## src/rtl/image_unpacker_pkg.sv

```systemverilog
// image_unpacker_pkg: shared image width default, word width, header magic and FSM encoding
// Defines `DEPTH (image width in bits) when the build does not provide it.
`ifndef DEPTH
`define DEPTH 96
`endif
package image_unpacker_pkg;
  localparam int DEPTH_DEFAULT = `DEPTH;
  localparam int WORD_BITS = 32;
  localparam logic [15:0] HDR_MAGIC = 16'hA5A5;
  typedef enum logic {IDLE = 1'b0, SEND = 1'b1} state_t;
endpackage

```

## src/rtl/word_shift_reg.sv

```systemverilog
// word_shift_reg: parallel-load register that shifts left one word per advance
// Ports: clk, rst (sync, active high); load/data parallel load; advance shifts
// left by 32; top exposes the most significant 32 bits.
module word_shift_reg
  import image_unpacker_pkg::*;
#(
  parameter int W = 96
) (
  input  logic         clk,
  input  logic         rst,
  input  logic         load,
  input  logic [W-1:0] data,
  input  logic         advance,
  output logic [31:0]  top
);
  logic [W-1:0] r;
  always_ff @(posedge clk)
    r <= rst ? '0 : load ? data : advance ? r << WORD_BITS : r;
  assign top = r[W-1 -: WORD_BITS];
endmodule

```

## src/rtl/image_unpacker.sv

```systemverilog
// image_unpacker: accepts a whole DEPTH-bit image and streams it MSB word first as 32-bit words
// Ports: clk, rst (sync, active high); frame_valid/frame_ready/frame_in accept
// a complete image; word_out/word_valid/word_ready/word_last form the output
// stream. Defining IMAGE_UNPACKER_HEADER_EN prepends {16'hA5A5, seq} to each
// frame, with seq counting completed frames since reset.
module image_unpacker
  import image_unpacker_pkg::*;
#(
  parameter int DEPTH  = DEPTH_DEFAULT,
  parameter int WORD_W = 32
) (
  input  logic             clk,
  input  logic             rst,
  input  logic             frame_valid,
  input  logic [DEPTH-1:0] frame_in,
  output logic             frame_ready,
  output logic [31:0]      word_out,
  output logic             word_valid,
  input  logic             word_ready,
  output logic             word_last
);
  localparam int NUM_WORDS = (DEPTH + WORD_BITS - 1) / WORD_BITS;
`ifdef IMAGE_UNPACKER_HEADER_EN
  localparam int HDR = 1;
`else
  localparam int HDR = 0;
`endif
  localparam int TOTAL = NUM_WORDS + HDR;
  localparam int SR_W = TOTAL * WORD_BITS;
  localparam int IW = $clog2(NUM_WORDS + 1);
  if (WORD_W != 32) begin : g_bad_word_w
    $error("image_unpacker: WORD_W must be 32");
  end
  if (DEPTH < 32) begin : g_bad_depth
    $error("image_unpacker: DEPTH must be at least 32");
  end
  state_t state, state_n;
  logic [IW-1:0] idx;
  logic [SR_W-1:0] load_data;
  logic accept, take, last;
  assign accept = frame_valid && state == IDLE;
  assign take = word_valid && word_ready;
  assign last = state == SEND && idx == IW'(TOTAL - 1);
`ifdef IMAGE_UNPACKER_HEADER_EN
  logic [15:0] seq;
  always_ff @(posedge clk)
    seq <= rst ? '0 : seq + 16'(take && last);
  always_comb begin
    load_data = '0;
    load_data[SR_W-1 -: WORD_BITS] = {HDR_MAGIC, seq};
    load_data[SR_W-1-WORD_BITS -: DEPTH] = frame_in;
  end
`else
  // Image sits at the top of the register; the low-order pad stays zero.
  always_comb begin
    load_data = '0;
    load_data[SR_W-1 -: DEPTH] = frame_in;
  end
`endif
  always_ff @(posedge clk)
    state <= rst ? IDLE : state_n;
  always_comb
    state_n = accept ? SEND : (take && last) ? IDLE : state;
  always_ff @(posedge clk)
    idx <= (rst || accept || (take && last)) ? '0 : take ? idx + 1'b1 : idx;
  word_shift_reg #(.W(SR_W)) u_sr (
    .clk(clk),
    .rst(rst),
    .load(accept),
    .data(load_data),
    .advance(take),
    .top(word_out)
  );
  assign frame_ready = state == IDLE;
  assign word_valid = state == SEND;
  assign word_last = last;
endmodule

```

## config.mk

```make
export PLATFORM = sky130hd
export DESIGN_NAME = image_unpacker
export DESIGN_NICKNAME = d
export VERILOG_FILES = /design/src/rtl/image_unpacker_pkg.sv /design/src/rtl/word_shift_reg.sv /design/src/rtl/image_unpacker.sv
export SDC_FILE = /design/constraint.sdc
export NUM_CORES = 1
export LEC_CHECK = 0
export ABC_CLOCK_PERIOD_IN_PS = 1200
export CAP_MARGIN = 20
export CORE_ASPECT_RATIO = 0.6
export CORE_UTILIZATION = 43
export CTS_BUF_LIST = sky130_fd_sc_hd__clkbuf_2
export DETAILED_ROUTE_END_ITERATION = 7
export GPL_TIMING_DRIVEN = 1
export PLACE_DENSITY = 0.84
export SLEW_MARGIN = 20
export SYNTH_ARGS = -nofsm -noshare
export SYNTH_HDL_FRONTEND = slang
export SYNTH_SLANG_ARGS = --single-unit
```

## constraint.sdc

```tcl
create_clock -name clk -period 1.2 [get_ports clk]
set_input_delay 0.24 -clock clk [delete_from_list [all_inputs] [get_ports clk]]
set_output_delay 0.24 -clock clk [all_outputs]
set_load 0.05 [all_outputs]
```

==> summary.md <==
| Metric | Value |
|---|---|
| Status | `complete, but fails checks` |
| Failing checks | `setup timing` |
| Total track usage | `36.1%` |
| Nets | `737` |
| Sw power | `~2800 µW` |
| Count of different cell masters after synthesis | `20` |
| Switching Fraction | `between 30% and 40%` |
| Row Count | `26` |
| Final worst setup slack | `-548 ps` |
| CTS tree | `done` |
| Number of max-cap violations | `0` |
| Int Pwr | `roughly 5400 µW` |
| Layout cells sized above 1 | `58.2%` |
| DP HPWL | `between 8 and 9 mm` |
| Critical Path RT | `approximately 960 ps` |
| Hold Crit Depth | `3` |
| Cell area after layout | `around 0.0080 mm²` |
| Clk pwr share | `a little over a fifth` |
| Hold Crit Class | `in2reg` |
| R2R cell count | `8` |
| Seq pwr share | `roughly 45%` |
| Worst-path maximum fanout | `2` |
| Cells after Synth | `about 460` |
| Detailed Route Iter0 Violations | `about 760` |
| Flops & latches, synth | `between 90 and 100` |
| Crit path time final | `about 1700 ps` |
| Grt total ovfl | `0` |
| Min Hold Slack | `~260 ps` |
| Skew final | `roughly 49 ps` |
| Number of routed nets with antenna violations | `0` |
| Worst-Skew Late Latency | `between 600 and 700 ps` |
| Cell Area, Placed | `~0.0057 mm²` |
| I/O Pins | `135` |
| Prevailing post-synth register cell | `dfxtp_1` |
| DRT Wirelength | `roughly 22 mm` |
| Placeable Area | `slightly below 0.009 mm²` |
| Peak supply drop | `0.725 mV` |
| F_max | `approximately 0.57 GHz` |
| Syn_nets | `around 560` |
| Detailed Routing Iterations Pass 1 | `6` |
| First-pass GRT wire length | `between 20 and 30 mm` |
| Clk sink count | `99` |
| Max Slew Vio Count | `0` |
| # fillers | `about 270` |
| Finished Core Util | `roughly nine tenths` |
| Pre-CTS setup slack | `-455 ps` |
| Clk slew on worst S/H paths | `roughly 320 ps` |
| Fin crit share | `146%` |
| Post-synth EDFFs | `0` |
| Leakage | `0.00310 µW` |
| RSZ-0062 raised after global routing | `yes` |
| Warnings, synthesis | `0` |
| Largest net degree at the start of global routing | `29` |
| Async S/R FF share, synth | `0%` |
| Per-cell routed wire length | `around 29 µm` |
| Number of H-tree levels | `3` |
| Initial Util | `45.9%` |
| Syn avg cell area | `8.73 µm²` |
| Post-synthesis sequential area ratio | `~49%` |
| Endpoints failing hold | `0` |
| Arrival time worst endpoint | `1510 ps` |
| Die height | `77.1 µm` |
| TritonCTS buffer count | `9` |
| Initial antenna violation count | `1` |
| Power Total | `8270 µW` |
| Critical path class | `reg2out` |
| Max-Slew Margin vs Limit | `~75%` |
| Port bufs | `134` |
| Synth Cell Area | `~0.0040 mm²` |
| Cell area power density | `slightly above 1000 mW/mm²` |
| DRC viols | `0` |
| Via count | `just under 5000` |
| Area grow syn2layout | `96.8%` |
| Antenna Cells | `0` |
| Die area | `~0.0098 mm²` |
| Measured slew at the worst slew-check pin | `382 ps` |
| Bufs on Longest Clock Path | `2` |
| Crit. End Element | `primary output` |
| CTS Root Cell | `clkbuf_2` |
| Number of global-route vias before repair | `~4700` |
| DR vias/cell | `roughly 6.5` |
| Comb power frac | `about a third` |
| Crit path launch type | `flip-flop` |
| Final Setup Violations | `~130` |
| RD Place Congestion | `slightly above 0.8` |
| Die W | `roughly 130 µm` |
[Yosys cell counts (10+ instances only)]
library cell / number / area share, %
nor2_1: 53 / 4.9
a22oi_1: 78 / 14
buf_2: 19 / 2.4
a311oi_1: 18 / 3.9
buf_4: 42 / 7.8
nand2_1: 82 / 7.6
dfxtp_1: 99 / 49
a21oi_1: 46 / 5.7
clkbuf_1: 10 / 0.93
[cell type report]
type	count	area (µm²)	share of cell area (%)
well taps	126	158	1.98
inverters	2	10.0	0.126
multi-input cells	289	2540	31.9
clock buffers	9	45.0	0.566
clock inverters	7	77.6	0.975
flip-flops and latches	99	2080	26.1
repair buffers	235	3060	38.4
[cells by family after synthesis]
logic type	count (synthesis)	share of synthesized area (%)
multiplexers	3	1.05
flip-flops	99	49.0
AND/OR/NAND/NOR	142	13.6
buffers and inverters	75	11.8
adder cells (fa/ha/maj)	1	0.309
AO/OA/AOI/OAI	143	24.3
[path summary, 6_finish.rpt]
path	from	to	slack [ps]
max	idx[0]	word_last	-550
min reg2reg	u_sr.r[71]	u_sr.r[71]	490
max reg2reg	word_valid	u_sr.r[95]	-540
min	frame_in[47]	u_sr.r[47]	260
[power groups by stage]
| stage | Combinational (µW) | Clock (µW) | Sequential (µW) |
|---|---|---|---|
| 6_report | 2750 | 1770 | 3750 |
| 5_1_grt | 2810 | 1900 | 3760 |
| 4_1_cts | 2240 | 1660 | 3700 |
| 3_5_place_dp | 1580 | 0 | 3720 |
| 3_3_place_gp | 1550 | 0 | 3720 |
| 2_1_floorplan | 901 | 0 | 3650 |
[state kept, by name, indices dropped and copies added (netlist names)]
register	cells
word_valid	1
idx	2
u_sr.r	96
[stage by stage]
step                      cells  setup TNS [ps]
after floorplan             463           -7510
after global placement      675          -31130
after detailed placement    675          -36270
after CTS                   743          -30960
after global routing        767          -49080
final                       767          -46070
[cells in the final DEF, fill, tap and decap left out, types with 9 or more instances in the layout]
cell type        count
nand2_4             35
nand2_1             35
dfxtp_2             15
dfxtp_4             20
a22oi_2             78
a21oi_2             33
clkdlybuf4s50_1     98
nor2_1              52
dfxtp_1             64
buf_4               38
nand2_2             13
a311oi_2            17
buf_6               26
clkbuf_2             9
buf_12              53
a21oi_1             13
[worst max-delay path, cell delays in order, from the launching register on]
cell,delay [ps]
dfxtp_2,400
inv_2,50
ha_4,170
and2_4,150
buf_8,140
[timing repair]
| item | 4_1_cts | 5_1_grt |
|---|---|---|
| gates resized for setup | 175 | 172 |
| pin swaps | 77 | 96 |
| endpoints found under the hold margin | 7 | 0 |
| endpoints found under the setup margin | 125 | 133 |
| hold buffers | 1 | 0 |
| cloned | 16 | 8 |
| setup buffers | 36 | 37 |
[metal layers]
metal	GRT usage (%)	part of all wire, %	vias up
met3	12.6	13	179
met5	0	0.058	-
met4	18.0	7.4	2
met2	59.1	44	508
met1	42.1	36	2323
li1	-	-	1954
Power figures use the tool's default switching activity.
==> RTL edit 1: new RTL, config.mk and constraints unchanged <==
`DEPTH`: 96 -> 192.
--- a/src/rtl/image_unpacker_pkg.sv
+++ b/src/rtl/image_unpacker_pkg.sv
@@ -1,7 +1,7 @@
 // image_unpacker_pkg: shared image width default, word width, header magic and FSM encoding
 // Defines `DEPTH (image width in bits) when the build does not provide it.
 `ifndef DEPTH
-`define DEPTH 96
+`define DEPTH 192
 `endif
 package image_unpacker_pkg;
   localparam int DEPTH_DEFAULT = `DEPTH;
Interface: changed (resized frame_in); port bits go from 135 to 231. The function was not compared with the original's and may differ.
==> RTL edit 1 against the original RTL <==
The flow still finishes with violations (setup timing); worst setup slack lost 0.21 ns; die area grew 88%; synthesized area grew 90%; final area grew 80%; cell count grew 81%; total power grew 81%; worst hold slack lost 0.24 ns; clock power grew 79%; sequential power grew 98%; global-route usage shrank 10 points; sequential cell count grew 97; count of clock-buffer cells in the layout grew 10; wire length grew 49%; critical endpoint unchanged; largest power group unchanged.
==> RTL edit 1: results (changes against the original RTL) <==
- Top cells by area, synth: dfxtp_1, a22oi_1, a21oi_1
- Fill count: 864 (+220%)
- DR pass1 iterations: 6 (unchanged)
- Worst Path Max Fanout: 2 (unchanged)
- Met2 GRT Util: 43.7% (-15 points)
- Internal reg-to-reg setup slack: -0.55 ns
- Number of flip-flops in the largest register: 192 (+100%)
- Biggest register: u_sr.r
- Num CTS Buffers: 17 (+8)
- Setup Skew: 0.0479 ns (-0.00148 ns)
- Clock-pin slew on the worst setup and hold paths: 0.30 ns (-0.02 ns)
- Hold path cells: 3 (unchanged)
- Register area share after synthesis: 51.1% (+2.1 points)
- DP Worst Slack: -0.532 ns (-0.0772 ns)
- Layout cells sized above 1: 52.8% (-5.4 points)
- Violated checks: setup timing
- Vias per inst: 5.99 (-7.4%)
- Post-synth ARST share: 0% (unchanged)
- Post-DP HPWL: 16,500 um (+92%)
- Synth cell count leaders: dfxtp_1, a22oi_1, nand2_1
- Final setup violation count: 230 (+73%)
- Reg2reg path depth: 7 (-1)
- Synth unique cells: 24 (+20%)
- Routability congestion estimate: 0.814 (-0.80%)
- DP Area: 10,900 um^2 (+90%)
- Htree depth: 4 (+1)
- Syn nets: 1,072 (+90%)
- Largest net degree at the start of global routing: 54 (+86%)
- Synth Warn #: 0 (unchanged)
- 1st-iter DRT viols: 595 (-21%)
- Initial antenna violation count: 1 (unchanged)
- Setup TNS: -79.79 ns (-33.72 ns)
- Post-route worst setup slack: -0.760 ns (-0.211 ns)
- Final net count: 1,335 (+81%)
- Relative slew margins: 66.0% (-8.5 points)
- Pleak: 0.00569 uW (+83%)
- Outcome: finished with violations
- Root buf cell: clkbuf_2
- Met1 Resource Use GR: 31.1% (-11 points)
- Total GRT Usage: 25.8% (-10 points)
- Worst r2r dst: u_sr.r[107]$_SDFFE_PP0P_
- HP Class: primary input to flop
- Hold_sp: frame_in[144]
- Insertion delay to the later sink of the worst-skew pair: 0.80 ns (+0.17 ns)
- Worst vdd ir: 0.927 mV (+28%)
- Hold slack: 0.0126 ns (-0.245 ns)
- Hold endpoint: u_sr.r[144]$_SDFFE_PP0P_
- Met3 usage: 8.87% (-3.7 points)
- Quantity of I/O buffers inserted on ports: 230 (+72%)
- Crit path DAT: 1.72 ns (+0.21 ns)
- WL/cell: 24.0 um (-17%)
- Vias in the first global route: 7,209 (+54%)
- First-pass GRT wire length: 37,200 um (+40%)
## RTL edit 1: cell count changes in the layout (fill, tap and decap cells not counted), sizes merged, moves of 3 or more
cell           change
a311oi            -18
dlygate4sd3       +10
diode              +3
a22oi             +97
o22ai             +17
nor3              +15
nand2             +61
clkdlybuf4s50     +96
dfxtp             +97
clkinv             +3
mux2               +3
a21oi             +97
clkbuf            +22
## RTL edit 1: layout make-up
type,count,share of cell area [%]
Clock inverter,12,0.767
Sequential cell,196,28.1
Multi-Input combinational cell,565,36.6
Clock buffer,19,0.663
Antenna cell,3,0.0523
Timing Repair Buffer,354,31.6
Inverter,3,0.0959
Tap cell,234,2.04
## RTL edit 1: report_power, final
part	switching (uW)	total (uW)	internal [uW]	leakage (uW)
clock network	2420	3160	746	0.000112
registers	489	7410	6920	0.00163
logic	2060	4410	2340	0.00395
## RTL edit 1: what timing repair did
action | in CTS | in global routing
pin swaps | 32 | 299
buffers inserted | 8 | 18
gates resized for setup | 53 | 577
setup endpoints to repair | 229 | 230
hold endpoints to repair | 192 | 6
cloned | 2 | 25
hold buffers | 5 | 6
## RTL edit 1: how the worst max path moves through the flow
| stage | startpoint | to | slack, ns | cells after the start |
|---|---|---|---|---|
| 2_1_floorplan | word_valid$_SDFFE_PP0P_ | u_sr.r[168]$_SDFFE_PP0P_ | -0.12 | 6 |
| 3_3_place_gp | word_ready | u_sr.r[173]$_SDFFE_PP0P_ | -0.50 | 7 |
| 3_5_place_dp | word_ready | u_sr.r[131]$_SDFFE_PP0P_ | -0.53 | 7 |
| 4_1_cts | idx[1]$_SDFFE_PP0P_ | word_last | -0.79 | 4 |
| 5_1_grt | idx[1]$_SDFFE_PP0P_ | word_last | -0.85 | 4 |
| 6_report | idx[1]$_SDFFE_PP0P_ | word_last | -0.76 | 4 |
## RTL edit 1: cells by family (layout without fill, tap and decap cells)
kind of cell,Yosys count,after routing,synth area share (%)
compound gates,337,337,28.0
xor+xnor,2,2,0.228
fa+ha+maj,2,2,0.326
buf+inv,115,388,8.73
flops,196,196,51.1
mux,2,4,0.277
other cells,0,3,0
simple gates,220,220,11.3
## RTL edit 1: stage by stage
step	utilization, %	total power (uW)	cells
after CTS	65.5	13300	1335
after global placement	62.7	10100	1289
after floorplan	-	8670	874
final	82.9	15000	1386
after global routing	82.8	15500	1383
after detailed placement	62.7	10100	1289
## RTL edit 1: worst max-delay path: stages, from the launching register on
cell and delay [ns]:
dfxtp_2 0.41, inv_2 0.05, ha_4 0.15, and3_4 0.17, buf_12 0.14
## RTL edit 1: metal layers
metal | vias up | share of wire [%]
met4 | 0 | 4.0
li1 | 3651 | -
met1 | 4078 | 36
met2 | 468 | 51
met3 | 109 | 8.7
met5 | - | 0
==> RTL edit 2: new RTL, config.mk and constraints unchanged <==
Made on the original files. The option `IMAGE_UNPACKER_HEADER_EN` is turned on by a define.
--- a/src/rtl/image_unpacker.sv
+++ b/src/rtl/image_unpacker.sv
@@ -3,6 +3,8 @@
 // a complete image; word_out/word_valid/word_ready/word_last form the output
 // stream. Defining IMAGE_UNPACKER_HEADER_EN prepends {16'hA5A5, seq} to each
 // frame, with seq counting completed frames since reset.
+`define IMAGE_UNPACKER_HEADER_EN
+
 module image_unpacker
   import image_unpacker_pkg::*;
 #(
Behaviour: not the same (a bounded check fails within 4 cycles, from zero or initial values and one cycle with rst high).
==> RTL edit 2 against the original RTL <==
The flow finishes with violations (DRC, setup timing); final area rose by 42%; total power rose by 47%; wire length rose by 69%; synthesized area rose by 44%; utilization fell by 3.3 points; synthesized cell count rose by 42%; cell count rose by 37%; clock power rose by 100%; largest power group unchanged; sequential cell count rose by 48; clock skew rose by 0.016 ns; worst setup slack got worse by 0.55 ns; sequential power rose by 45%; die area rose by 43%.
==> RTL edit 2: results (changes against the original RTL) <==
- Post-synthesis mux area share: 1.31% (+0.26 points)
- Fill count: 399 (+48%)
- Register area share after synthesis: 50.7% (+1.6 points)
- Multi-In Gates: 421 (+46%)
- Synth cell count leaders: dfxtp_1, a22oi_1, nand2_1
- Insertion delay to the later sink of the worst-skew pair: 0.81 ns (+0.18 ns)
- Post-DP HPWL: 11,000 um (+28%)
- Post-Synth Adder-Cell Area: 0.862% (+0.55 points)
- Worst r2r dst: seq[4]$_SDFF_PP0_
- Routed via count: 7,722 (+55%)
- Hold slack: 0.0797 ns (-0.178 ns)
- Total GRT Usage: 39.9% (+3.8 points)
- DP Worst Slack: -0.919 ns (-0.464 ns)
- Pleak: 0.00435 uW (+40%)
- Crit path launch: idx[1]$_SDFFE_PP0N_
- Vias in the first global route: 6,873 (+47%)
- Crit path capture type: flop
- Synth unique cells: 33 (+65%)
- Seq Cell Count: 147 (+48%)
- Clock buf count: 18 (+9)
- Largest net degree at the start of global routing: 39 (+34%)
- Synth Area in XOR/XNOR: 0.452% (+0.45 points)
- Post-route worst setup slack: -1.10 ns (-0.549 ns)
- Inverters: 6 (+4)
- 1st-iter DRT viols: 1,292 (+71%)
- Layout cells sized above 1: 62.5% (+4.3 points)
- Htree depth: 4 (+1)
- Violated checks: DRC, setup timing
- Final net count: 970 (+32%)
- Compound-Gate Fraction of Synth Area: 24.4% (+0.12 points)
- First-pass GRT wire length: 41,700 um (+57%)
- Setup Skew: 0.0654 ns (+0.0161 ns)
- Synth Warn #: 0 (unchanged)
- DR pass1 iterations: 8 (+2)
- Relative slew margins: 55.8% (-19 points)
- Top cells by area, synth: dfxtp_1, a22oi_1, a21oi_1
- Worst Path Max Fanout: 3 (+1)
- Clock-pin slew on the worst setup and hold paths: 0.28 ns (-0.04 ns)
- Reg area: 3030 um^2 (+46%)
- Outcome: finished with violations
- Post-route DRC: 26 (+26)
- WL/cell: 35.9 um (+24%)
- Num CTS Buffers: 17 (+8)
- Clock-cell share of area: 2.45% (+0.91 points)
- Biggest regs: u_sr.r (128), seq (16), idx (2)
- Multi-input combinational area share: 35.3% (+3.5 points)
- Crit path DAT: 2.90 ns (+1.39 ns)
- Final setup violation count: 182 (+37%)
[RTL edit 2: changes by cell type after synthesis, sizes merged, moves of 5 or more]
cell / before / now
a21oi: 46 / 96
a22oi: 78 / 112
a311oi: 18 / 0
clkbuf: 10 / 26
dfxtp: 99 / 147
mux2: 0 / 5
nand2: 83 / 100
nand3: 0 / 5
nor2b: 1 / 6
o22ai: 0 / 8
[RTL edit 2: worst max-delay path, stage by stage, from the launching register on]
cell and delay (ns):
dfxtp_2 0.41, ha_4 0.15, and3_4 0.20, ha_4 0.15, ha_4 0.16, buf_4 0.14
nand3_2 0.07, xor2_1 0.54, nor2_1 0.31
[RTL edit 2: metal layers]
layer	routed length [um]	vias up	track usage [%]
met5	0	-	0
met4	3920	0	21.3
met3	6210	393	13.0
met2	15000	992	62.4
met1	12600	3604	49.2
li1	-	2733	-
[RTL edit 2: worst min-delay path by stage]
stage / startpoint / to / cells after the start
after detailed placement: u_sr.r[86]$_SDFFE_PP0P_ / u_sr.r[118]$_SDFFE_PP0N_ / 2
final: frame_in[10] / u_sr.r[10]$_SDFFE_PP0P_ / 3
after global placement: u_sr.r[81]$_SDFFE_PP0P_ / u_sr.r[113]$_SDFFE_PP0N_ / 2
after CTS: frame_in[4] / u_sr.r[4]$_SDFFE_PP0P_ / 3
after global routing: frame_in[10] / u_sr.r[10]$_SDFFE_PP0P_ / 3
after floorplan: frame_valid / word_valid$_SDFFE_PP0P_ / 2
[RTL edit 2: cell families (layout without fill, tap and decap cells)]
family | after synthesis | count (layout)
AO/OA/AOI/OAI | 223 | 223
AND/OR/NAND/NOR | 183 | 184
flip-flops | 147 | 147
buffers and inverters | 91 | 311
multiplexers | 7 | 7
adder cells (fa/ha/maj) | 4 | 4
XOR/XNOR | 3 | 3
other | 0 | 2
[RTL edit 2: through the flow]
step                      std cells  setup TNS [ns]  power (uW)  cell area [um^2]
after global placement          929          -68.51        6790              7810
final                          1051          -92.57       12200             11300
after floorplan                 658          -32.36        6080              5860
after global routing           1050          -94.14       12200             11300
after detailed placement        929          -73.41        6810              7810
after CTS                      1039          -73.21       11200             10600
[RTL edit 2: report_power, final]
part / leakage, uW / total [uW] / switching, uW / internal [uW]
Sequential: 0.00122 / 5440 / 342 / 5100
Combinational: 0.00297 / 3170 / 1580 / 1590
Clock: 0.000157 / 3570 / 2210 / 1360
Total: 0.00435 / 12200 / 4130 / 8050
[RTL edit 2: what timing repair did]
action	4_1_cts	5_1_grt
gates cloned	37	6
buffers inserted	41	26
setup endpoints to repair	181	181
hold buffers	1	0
resized for setup	278	224
endpoints found under the hold margin	8	0
pin swaps	143	137
